**src/rtl/tag_free_list_16_pkg.sv**
```systemverilog
// -----------------------------------------------------------------------------
// tag_free_list_16_pkg
// Shared constants and reset-value helpers for the 16-entry tag free list.
//   TAG_NUM / TAG_IDX_W / TAG_CNT_W : tag count, tag index width, counter width
//   TAG_RST_MASK(reserve0)          : free mask after reset or flush
//   TAG_RST_CNT(reserve0)           : free count after reset or flush
// -----------------------------------------------------------------------------
package tag_free_list_16_pkg;

    localparam int TAG_NUM   = 16;
    localparam int TAG_IDX_W = 4;
    localparam int TAG_CNT_W = 5;

    // Tag 0 is held back from the pool when it is the hard-wired tag.
    function automatic logic [TAG_NUM-1:0] TAG_RST_MASK(input bit reserve0);
        return reserve0 ? 16'hFFFE : 16'hFFFF;
    endfunction

    function automatic logic [TAG_CNT_W-1:0] TAG_RST_CNT(input bit reserve0);
        return reserve0 ? 5'd15 : 5'd16;
    endfunction

endpackage

```
**src/rtl/tag_free_list_16_if.sv**
```systemverilog
// -----------------------------------------------------------------------------
// tag_free_list_16_if
// Bundles the allocate / free / flush traffic of the tag free list.
//   master : consumer side (drives alloc_req, free_vld, free_idx, flush)
//   slave  : free list side (drives grant, index, count and status flags)
//
// Handshake: alloc_req behaves as a valid and alloc_gnt as its same-cycle
// ready; a tag changes hands only in a cycle where both are 1, and alloc_idx
// is meaningful only then (it reads 0 otherwise). free_vld is a valid with no
// back-pressure: the free list always takes it in the same cycle, and an
// illegal release is dropped and reported one cycle later on err_dfree.
// dbg_free_mask mirrors the internal free mask (1 = free) for observation.
// -----------------------------------------------------------------------------
interface tag_free_list_16_if;
    import tag_free_list_16_pkg::*;

    logic                 alloc_req;
    logic                 alloc_gnt;
    logic [TAG_IDX_W-1:0] alloc_idx;
    logic                 free_vld;
    logic [TAG_IDX_W-1:0] free_idx;
    logic                 flush;
    logic [TAG_CNT_W-1:0] free_cnt;
    logic                 empty;
    logic                 all_free;
    logic                 err_dfree;
    logic [TAG_NUM-1:0]   dbg_free_mask;

    modport master (
        output alloc_req, free_vld, free_idx, flush,
        input  alloc_gnt, alloc_idx, free_cnt, empty, all_free, err_dfree,
               dbg_free_mask
    );

    modport slave (
        input  alloc_req, free_vld, free_idx, flush,
        output alloc_gnt, alloc_idx, free_cnt, empty, all_free, err_dfree,
               dbg_free_mask
    );

endinterface

```
**src/rtl/tag_free_list_16_pri_enc_16_4.sv**
```systemverilog
// -----------------------------------------------------------------------------
// pri_enc_16_4
// Combinational lowest-set-bit encoder.
//   in  [15:0] : request vector
//   idx [3:0]  : index of the lowest set bit of in (0 when in == 0)
//   vld        : at least one bit of in is set
// -----------------------------------------------------------------------------
module pri_enc_16_4
    import tag_free_list_16_pkg::*;
(
    input  logic [TAG_NUM-1:0]   in,
    output logic [TAG_IDX_W-1:0] idx,
    output logic                 vld
);

    // Scan from the top down so the last hit, i.e. the lowest bit, wins.
    always_comb begin
        idx = '0;
        for (int i = TAG_NUM - 1; i >= 0; i--) begin
            if (in[i]) idx = TAG_IDX_W'(i);
        end
    end

    assign vld = |in;

endmodule

```
**src/rtl/tag_free_list_16.sv**
```systemverilog
// -----------------------------------------------------------------------------
// tag_free_list_16
// Tracks which of 16 physical tags are free, grants the lowest-numbered free
// tag on request (zero latency) and takes tags back on release. flush returns
// every tag to the pool.
//   clk, rst : rising-edge clock, synchronous active-high reset
//   bus      : tag_free_list_16_if.slave
//              alloc_req/alloc_gnt/alloc_idx : allocation
//              free_vld/free_idx             : release
//              flush                         : return all tags
//              free_cnt/empty/all_free       : registered pool status
//              err_dfree                     : one-cycle illegal-free pulse
//              dbg_free_mask                 : internal free mask
// Parameters
//   NUM_ENTRIES    : must be 16
//   RESERVE_ENTRY0 : 1 keeps tag 0 out of the pool permanently
// -----------------------------------------------------------------------------
module tag_free_list_16
    import tag_free_list_16_pkg::*;
#(
    parameter int NUM_ENTRIES    = 16,
    parameter bit RESERVE_ENTRY0 = 1'b0
) (
    input logic              clk,
    input logic              rst,
    tag_free_list_16_if.slave bus
);

    if (NUM_ENTRIES != TAG_NUM) begin : g_bad_num_entries
        $error("tag_free_list_16 supports NUM_ENTRIES == 16 only");
    end

    localparam logic [TAG_NUM-1:0]   RST_MASK = TAG_RST_MASK(RESERVE_ENTRY0);
    localparam logic [TAG_CNT_W-1:0] RST_CNT  = TAG_RST_CNT(RESERVE_ENTRY0);

    logic [TAG_NUM-1:0]   free_mask;
    logic [TAG_CNT_W-1:0] free_cnt;
    logic                 err_dfree;

    logic [TAG_IDX_W-1:0] enc_idx;
    logic                 enc_vld;
    logic                 gnt;
    logic                 free_ok;
    logic                 free_bad;
    logic [TAG_NUM-1:0]   mask_nxt;
    logic [TAG_CNT_W-1:0] cnt_nxt;

    pri_enc_16_4 u_pri_enc (
        .in  (free_mask),
        .idx (enc_idx),
        .vld (enc_vld)
    );

    // Grant looks only at the registered mask, so a tag released this cycle
    // is not visible to the allocator until the next one.
    assign gnt = bus.alloc_req & enc_vld & ~bus.flush & ~rst;

    // A release is legal only for a busy tag, and never for the hard-wired
    // tag 0 when it is reserved.
    assign free_ok  = bus.free_vld & ~free_mask[bus.free_idx]
                    & ~(RESERVE_ENTRY0 && (bus.free_idx == '0));
    assign free_bad = bus.free_vld & ~free_ok;

    // A grant clears a free bit and an accepted release sets a busy bit, so
    // when both happen together they always touch different tags.
    always_comb begin
        mask_nxt = free_mask;
        cnt_nxt  = free_cnt;
        if (gnt)     mask_nxt[enc_idx]      = 1'b0;
        if (free_ok) mask_nxt[bus.free_idx] = 1'b1;
        case ({gnt, free_ok})
            2'b10:   cnt_nxt = free_cnt - 1'b1;
            2'b01:   cnt_nxt = free_cnt + 1'b1;
            default: cnt_nxt = free_cnt;
        endcase
    end

    always_ff @(posedge clk) begin
        if (rst || bus.flush) begin
            free_mask <= RST_MASK;
            free_cnt  <= RST_CNT;
            err_dfree <= 1'b0;
        end else begin
            free_mask <= mask_nxt;
            free_cnt  <= cnt_nxt;
            err_dfree <= free_bad;
        end
    end

    assign bus.alloc_gnt     = gnt;
    assign bus.alloc_idx     = gnt ? enc_idx : '0;
    assign bus.free_cnt      = free_cnt;
    assign bus.empty         = (free_cnt == '0);
    assign bus.all_free      = (free_cnt == RST_CNT);
    assign bus.err_dfree     = err_dfree;
    assign bus.dbg_free_mask = free_mask;

    // The counter is a cached popcount of the mask and must never drift.
    a_cnt_matches_mask : assert property (
        @(posedge clk) disable iff (rst)
        free_cnt == TAG_CNT_W'($countones(free_mask))
    );

endmodule

```
**src/flat_wrapper.sv**
```systemverilog
// flat-port wrapper written by rule: the top's interface ports become plain ports
module tag_free_list_16_flat import tag_free_list_16_pkg::*;
#(
    parameter int NUM_ENTRIES    = 16,
    parameter bit RESERVE_ENTRY0 = 1'b0
)
  (clk, rst, bus_alloc_req, bus_free_vld, bus_free_idx, bus_flush, bus_alloc_gnt, bus_alloc_idx, bus_free_cnt, bus_empty, bus_all_free, bus_err_dfree, bus_dbg_free_mask);
  tag_free_list_16_if bus_i ();
  input logic clk;
  input logic rst;
  input wire logic [$bits(bus_i.alloc_req)-1:0] bus_alloc_req;
  input wire logic [$bits(bus_i.free_vld)-1:0] bus_free_vld;
  input wire logic [$bits(bus_i.free_idx)-1:0] bus_free_idx;
  input wire logic [$bits(bus_i.flush)-1:0] bus_flush;
  output wire logic [$bits(bus_i.alloc_gnt)-1:0] bus_alloc_gnt;
  output wire logic [$bits(bus_i.alloc_idx)-1:0] bus_alloc_idx;
  output wire logic [$bits(bus_i.free_cnt)-1:0] bus_free_cnt;
  output wire logic [$bits(bus_i.empty)-1:0] bus_empty;
  output wire logic [$bits(bus_i.all_free)-1:0] bus_all_free;
  output wire logic [$bits(bus_i.err_dfree)-1:0] bus_err_dfree;
  output wire logic [$bits(bus_i.dbg_free_mask)-1:0] bus_dbg_free_mask;
  assign bus_i.alloc_req = bus_alloc_req;
  assign bus_i.free_vld = bus_free_vld;
  assign bus_i.free_idx = bus_free_idx;
  assign bus_i.flush = bus_flush;
  assign bus_alloc_gnt = bus_i.alloc_gnt;
  assign bus_alloc_idx = bus_i.alloc_idx;
  assign bus_free_cnt = bus_i.free_cnt;
  assign bus_empty = bus_i.empty;
  assign bus_all_free = bus_i.all_free;
  assign bus_err_dfree = bus_i.err_dfree;
  assign bus_dbg_free_mask = bus_i.dbg_free_mask;
  tag_free_list_16 #(.NUM_ENTRIES(NUM_ENTRIES), .RESERVE_ENTRY0(RESERVE_ENTRY0)) u_core (.clk(clk), .rst(rst), .bus(bus_i));
endmodule
```
**config.mk**
```make
export PLATFORM = sky130hd
export DESIGN_NAME = tag_free_list_16_flat
export DESIGN_NICKNAME = d
export VERILOG_FILES = /design/src/rtl/tag_free_list_16_pkg.sv /design/src/rtl/tag_free_list_16_if.sv /design/src/rtl/tag_free_list_16_pri_enc_16_4.sv /design/src/rtl/tag_free_list_16.sv /design/src/flat_wrapper.sv
export SDC_FILE = /design/constraint.sdc
export NUM_CORES = 1
export LEC_CHECK = 0
export ABC_AREA = 1
export CAP_MARGIN = 20
export CORE_MARGIN = 2
export CORE_UTILIZATION = 32
export CTS_CLUSTER_SIZE = 24
export DETAILED_ROUTE_END_ITERATION = 12
export GPL_TIMING_DRIVEN = 0
export PLACE_DENSITY = 0.59
export SLEW_MARGIN = 30
export SYNTH_ARGS = -nofsm -noshare
export SYNTH_HDL_FRONTEND = slang
export SYNTH_SLANG_ARGS = --single-unit
```
**constraint.sdc**
```tcl
create_clock -name clk -period 8.7 [get_ports clk]
set_input_delay 2.175 -clock clk [delete_from_list [all_inputs] [get_ports clk]]
set_output_delay 2.175 -clock clk [all_outputs]
set_load 0.005 [all_outputs]
```
---- Yosys cells after proc, flatten, opt, wreduce, memory -nomap -nowiden ----
Index checks and enable logic that the tools add are counted.
word-level totals
  register bits after elaboration ......... 22
  latch bits .............................. 0
  bits in writable memories ............... 0
  ROM bits ................................ 0
  output and inout port bits .............. 29
  word-level logic and storage cells ...... 56
  memories kept ........................... 0
operators by class
  add/sub/neg operators ................... 2
  multipliers ............................. 0
  divide/modulo/power cells ............... 0
  $lt $le $gt $ge ......................... 4
  equal/unequal tests ..................... 3
  shift operators ......................... 0
  mux-type cells .......................... 26
  bitwise logic cells ..................... 12
  reductions and logical operators ........ 6
operators with widths
  operator             count
  $mux 4               17
  $mux 16              2
  $and 16x16->16       1
  $not 16->16          1
  $or 16x16->16        1
  $reduce_or 16->1     1
  $lt 4x5->1 const B   2
  $pmux 5 s2           1
  $demux 1 s4          2
  $ge 4x1->1 const B   2
  $add 5x1->5 const B  1
  $and 1x1->1          5
  $eq 5x5->1 const B   1
  $logic_not 5->1      1
  $sub 5x1->5 const B  1
  $bmux 1 s4           1
  $not 1->1            4
  $mux 1               3
  $eq 2x1->1 const B   1
  $eq 2x2->1 const B   1
  $logic_and 1x1->1    2
  $reduce_bool 2->1    1
  $logic_or 1x1->1     1

---- Longest topological paths before layout ----
Gate-level depths: netlist (run 1).
  depth after elaboration ................. 25
  mapped depth ............................ 19
  gate-level depth less buffers ........... 19

---- Cells and area by module ----
From an unflattened synthesis (run 1), not the netlist that was laid out.
unflattened totals
  cells, all modules ...................... 279
  area total of the unflattened synthesis .. 1,730.4 um2
modules (own cells, without submodules)
  module            times used  cells each  area each (um2)
  tag_free_list_16  1           230         1,521.5
  pri_enc_16_4      1           49          209.0

---- Least setup slack after synthesis (run 1) ----
OpenSTA, ideal clock, no wires.
  path kind ............................... input-to-output
  start point ............................. in bus_flush
  end point ............................... out bus_alloc_idx[3]
  data arrival time ....................... 2.887 ns
  required time ........................... 6.525 ns
  slack ................................... 3.638 ns
  stages on the path ...................... 4
  buffers on the path ..................... 1
  cell sequence ........................... nor2_1 > clkbuf_1 > nand3_1 > inv_1
on the way
  longest elaborated chain between the ends .. 4
ends and longest elaborated chain
  item                       line                    RTL
  start, declared            flat_wrapper.sv:14      input wire logic [$bits(bus_i.flush)-1:0] bus_flush;
  $not 1->1                  tag_free_list_16.sv:56  assign gnt = bus.alloc_req & enc_vld & ~bus.flush & ~rst;
  $and 1x1->1 (2 in series)  tag_free_list_16.sv:56
  $mux 4                     tag_free_list_16.sv:91  assign bus.alloc_idx = gnt ? enc_idx : '0;
  end, declared              flat_wrapper.sv:16      output wire logic [$bits(bus_i.alloc_idx)-1:0] bus_alloc_idx;
No other way between the ends.

---- Worst setup path after layout (run 1) ----
Same ends and word-level chain as after synthesis.

==> results of run 1 <==
-- power breakdown --
part           internal [uW]  total, uW  switching [uW]  leakage [uW]
clock                   40.4       76.3            35.9     0.0000288
combinational           20.6       46.0            25.4      0.000806
sequential               102        104            1.74      0.000179
-- registers in the layout (all words and copies together), names as in the netlist --
| register | count |
|---|---|
| u_core.bus.free_cnt | 5 |
| u_core.bus.err_dfree | 1 |
| u_core.bus.dbg_free_mask | 16 |
-- worst max-delay path, stage by stage --
cell and delay, ps:
clkdlybuf4s50_1 400, nor2_1 230, clkbuf_1 360, nand3_1 200, inv_1 90, clkdlybuf4s50_1 490
-- layer usage --
layer	routed length (um)	part of all wire [%]	vias to the layer above	GRT usage, %
li1	-	-	865	-
met1	2030	51	718	21.6
met2	1760	44	34	25.3
met3	171	4.3	4	2.06
met4	40	1.0	0	3.84
met5	0	0	-	0
-- synthesized netlist by cell type, drive strengths merged (2+ instances only) --
cell / n
o31ai: 3
nor2: 25
nand2: 66
o22ai: 4
nand3: 25
inv: 46
nand4: 9
clkbuf: 2
or2: 2
dfxtp: 22
a21oi: 8
ha: 4
nor3: 2
o21ai: 16
-- through the flow --
stage / instance area, um2 / utilization, % / setup slack, ps
2_1_floorplan: 1550 / - / 3640
4_1_cts: 2040 / 43.5 / 2540
6_report: 2040 / 43.5 / 2580
5_1_grt: 2040 / 43.5 / 2410
3_3_place_gp: 1990 / 42.3 / 2570
3_5_place_dp: 1990 / 42.3 / 2540
-- kinds of logic after synthesis --
group,count (synthesis),share of synthesized area [%]
fa+ha+maj,5,4.53
compound gates,35,13.6
simple gates,129,40.5
flops,22,28.5
buf+inv,48,11.8
xor+xnor,2,1.13
-- path summary, 6_finish.rpt --
path / to / slack (ps) / cells past startpoint
worst max-delay path: bus_alloc_idx[3] / 2580 / 6
worst min-delay path: u_core.bus.dbg_free_mask[1]$_SDFF_PP1_ / 480 / 2
worst max register to register: u_core.bus.free_cnt[4]$_SDFFE_PP1P_ / 5930 / 17
worst min register to register: u_core.bus.dbg_free_mask[1]$_SDFF_PP1_ / 480 / 2
-- cell type report --
type                       count  area, um2
buffer                         2       7.51
tap                           54       67.6
clock buffer                   4       55.1
multi-input combinational    171        925
inverter                      46        175
fill                         496       2650
timing repair buffer          37        370
sequential                    22        440
==> impl_results.md, run 1 <==
* Worst VDD drop at 57.1 uV
* Congestion Overflow GR at 0
* Leak at 0.00101 uW
* Syn_nets at 255
* WL final at 4000 um
* Crit path max fanout at 10
* Min Hold Slack at roughly 480 ps
* Period utilisation layout at 70.4%
* Synth Warn # at 0
* Filler-free cell count of the finished design at 336
* Syn Inst Count at 241
* Peak Freq at 0.163 GHz
* Hold path startpoint: u_core.bus.dbg_free_mask[1]$_SDFF_PP1_
* Initial antenna violation count at 0
* Post-DR vias/cell at 4.82
* Largest net degree at the start of global routing at 13
* Syn-to-layout area delta at 31.9%
* Max-slew violation count at 0
* Num rows at 25
* Synthesized area per cell at 6.42 um2
* Die Footprint at 5410 um2
* Die Height at 73.5 um
* CP Launch Type: input pin
* Post-synthesis register bit count at 22
* # nets final at roughly 300
* Hold WC Path Type: register to register
* Later-pin clock latency in the skew report at 260 ps
* DR pass1 iterations at 4
* Maximum root-to-sink buffer count at 2
* Area leader, netlist: dfxtp_1
* Core area at 4690 um2
* Placer Congestion at approximately 0.91
* Dpl cells at 332
* Skew final at 2.16 ps
* RSZ-0062 raised after global routing: no
* WS Path Type: input pin to output port
* Final setup viols at 0
* Max Cap Viol at 0
* # IOs at 38
* Post-synth ARST share at 0%
* Setup crit start: bus_flush
* Top FF cell, synth: dfxtp_1
* Synth top area share at 28.5%
* Starting Density at 33.0%
* ANT nets after route at 0
* Overall power at 226 uW
* Post-CTS setup buffer count at 0
* Rel. slew slack at 70.4%
* Mean routed wirelength per cell at 11.9 um
* Vias in the first global route at roughly 1.5k
* P per Cell Area at 111 nW/um2
* Slew @ Worst Pin at 444 ps
* Initial detailed-routing violation count at 90
* Vias post-DR at about 1.6k
* Worst R2R Start: u_core.bus.dbg_free_mask[0]$_SDFF_PP1_
* Half-perimeter wire length after placement at 3210 um
* Clock root buffer: clkbuf_8
* CTS buffer count at 3
* CTS tree: yes
* Critical path arrival at 3950 ps
* First-pass GRT wire length at approximately 6700 um
* Status: finished, final reports clean
* Sequential element share of the synthesized area at 28.5%
* Top post-synthesis cells by area: dfxtp_1, nand2_1, inv_1
* Remaining DRCs at 0
* PostCTS Resize Cnt at 0
* GRT Util Overall at between 10% and 20%
* Final worst path period need at 6120 ps
* PortBufs at 37
* Post-Syn Area at 1550 um2
* Most common cell after layout, fill and taps aside: nand2_1
* DIE WIDTH at 73.5 um
* CTS Hold Buffers Added at 0
* Clk sink count at 22
* Crit end category: output port
* CTS clk-pin slew, worst paths at 90 ps
* H-tree depth at 1
* Post-synthesis cell type count at 31
* Final hold violations at 0
* Share of layout cells above drive strength 1 at 11.3%
* Diode count at 0
* Crit path required time at 6530 ps
* Setup TNS Final at 0 ps
* Number of synthesized flops with an enable pin at 0
* Most frequent cells in the layout: nand2_1, inv_1, clkdlybuf4s50_1, nand3_1, dfxtp_1
(Power assumes the default switching activity.)
==> run 2, diff against run 1 <==
==> constraint.sdc (replaced) <==
create_clock -name clk -period 5.91 [get_ports clk]
set_input_delay 1.4775 -clock clk [delete_from_list [all_inputs] [get_ports clk]]
set_output_delay 1.4775 -clock clk [all_outputs]
set_load 0.005 [all_outputs]
==> results of run 2 <==
The final DEF is identical to that of run 1. Status: finished, final reports clean.
Main changes from that run: setup slack after placement 2540 ps -> 1150 ps; setup slack after layout 2580 ps -> 1180 ps; register-to-register setup slack 5930 ps -> 3140 ps; total power 226 uW -> 333 uW; worst IR drop on VDD 57.1 uV -> 84.1 uV
==> variant, RTL diff (flow settings as in run 2) <==
Set the package constant `TAG_IDX_W` to 2 (it was 4).
--- a/src/rtl/tag_free_list_16_pkg.sv
+++ b/src/rtl/tag_free_list_16_pkg.sv
@@ -8,7 +8,7 @@
 package tag_free_list_16_pkg;
 
     localparam int TAG_NUM   = 16;
-    localparam int TAG_IDX_W = 4;
+    localparam int TAG_IDX_W = 2;
     localparam int TAG_CNT_W = 5;
 
     // Tag 0 is held back from the pool when it is the hard-wired tag.
Ports: changed (resized bus_alloc_idx and bus_free_idx); port bits go from 38 to 34. No check against the original RTL was run, so the function may have changed too.
==> variant against run 2 <==
  * Global-route usage is 0.85 points lower
  * Synthesized area decreased by 50%
  * Non-clock buffer count decreased by 6
  * Largest cell class unchanged
  * Design area is 46% lower
  * Routed wire length is 57% lower
  * Sequential cell count down 12
  * Setup slack better by 0.30 ns
  * Total power down 43%
  * Count of clock-buffer cells in the layout did not move
  * Critical endpoint is now bus_alloc_idx[1]
  * Synthesized cell count decreased by 52%
==> variant: results (changes against run 2) <==
* HPWL Detailed at 1414 um (-56%)
* Worst Path Max Fanout at 9 (-1)
* Routability congestion estimate at 0.8203 (-9.5%)
* Area after DPL at 1056 um2 (-47%)
* Max FFs per register at 5 (-11)
* Worst reg2reg path depth at 13 (-4)
* Drt first-iter violations at 17 (-81%)
* Number of vias per cell at 4.134 (-14%)
* Largest net degree at the start of global routing at 10 (-3)
* VDD IR max at 0.00009805 V (+17%)
* Outcome: finished, final reports clean
* Routed metal-1 wire length at 776 um (-62%)
* NumNets Final at 164 (-45%)
* Seq/Total Area, Yosys at 26.02% (-2.4 points)
* Met2 WL at 790 um (-55%)
* Met1 Use GR at 17.24% (-4.4 points)
* Port bufs at 21 (-43%)
* Int Power at 0.0001364 W (-43%)
* Arrival @ worst endpoint at 2.95 ns (-0.30 ns)
* WL/cell at 9.570 um (-20%)
* Clk slew on worst S/H paths at 0.07 ns (-0.02 ns)
* Share of cells above drive strength 1 at 17.22% (+5.9 points)
* Met3 Wirelength at 116 um (-32%)
* Fin Clk Skew at 0.001395 ns (-0.0007657 ns)
* First-pass GRT wire length at 3022 um (-55%)
* Synth area leaders: dfxtp_1 26%, buf_4 12%, inv_1 10%
* Number of global-route vias before repair at 750 (-49%)
* Synth Area in Compound Gates at 11.38% (-2.2 points)
variant: final timing paths:
kind                                     startpoint                             endpoint  slack, ns
max                                       bus_flush                     bus_alloc_idx[1]       1.48
max reg2reg  u_core.bus.dbg_free_mask[1]$_SDFF_PP1_  u_core.bus.free_cnt[4]$_SDFFE_PP1P_       3.72
min reg2reg     u_core.bus.free_cnt[4]$_SDFFE_PP1P_  u_core.bus.free_cnt[4]$_SDFFE_PP1P_       0.53
min             u_core.bus.free_cnt[4]$_SDFFE_PP1P_  u_core.bus.free_cnt[4]$_SDFFE_PP1P_       0.53
variant: through the flow:
stage               total power [W]  setup WS [ns]  std cells  hold slack, ns  util (%)
floorplan                 0.0001103          2.553        126          0.5128         -
global placement          0.0001301          1.458        175          0.5232     47.28
detailed placement        0.0001316          1.470        175          0.5243     47.28
finish                    0.0001906          1.481        179          0.5340     48.91
CTS                       0.0001934          1.454        179          0.5341     48.91
global route              0.0002050          1.359        179          0.5779     48.91
variant: final cells by class:
class | instances | area (um2) | share of cell area, %
well taps | 28 | 35.03 | 3.207
flip-flops and latches | 10 | 200.2 | 18.33
multi-input cells | 81 | 434.2 | 39.75
inverters | 23 | 86.33 | 7.904
clock buffers | 4 | 36.28 | 3.322
repair buffers | 21 | 210.2 | 19.24
plain buffers | 12 | 90.09 | 8.247
variant: power groups by stage:
stage,registers [W],clock network [W],logic [W]
after global routing,0.0000729,0.0000665,0.0000657
after CTS,0.0000725,0.0000633,0.0000577
after floorplan,0.0000739,0,0.0000364
after detailed placement,0.0000741,0,0.0000575
after global placement,0.0000740,0,0.0000561
final,0.0000726,0.0000605,0.0000575
variant: logic make-up after synthesis:
group | count (synthesis)
adders and majority gates | 5
other | 1
DFF | 10
and+or+nand+nor | 47
xor gates and xnor gates | 1
AOI/OAI and AO/OA | 16
buffers and inverters | 35
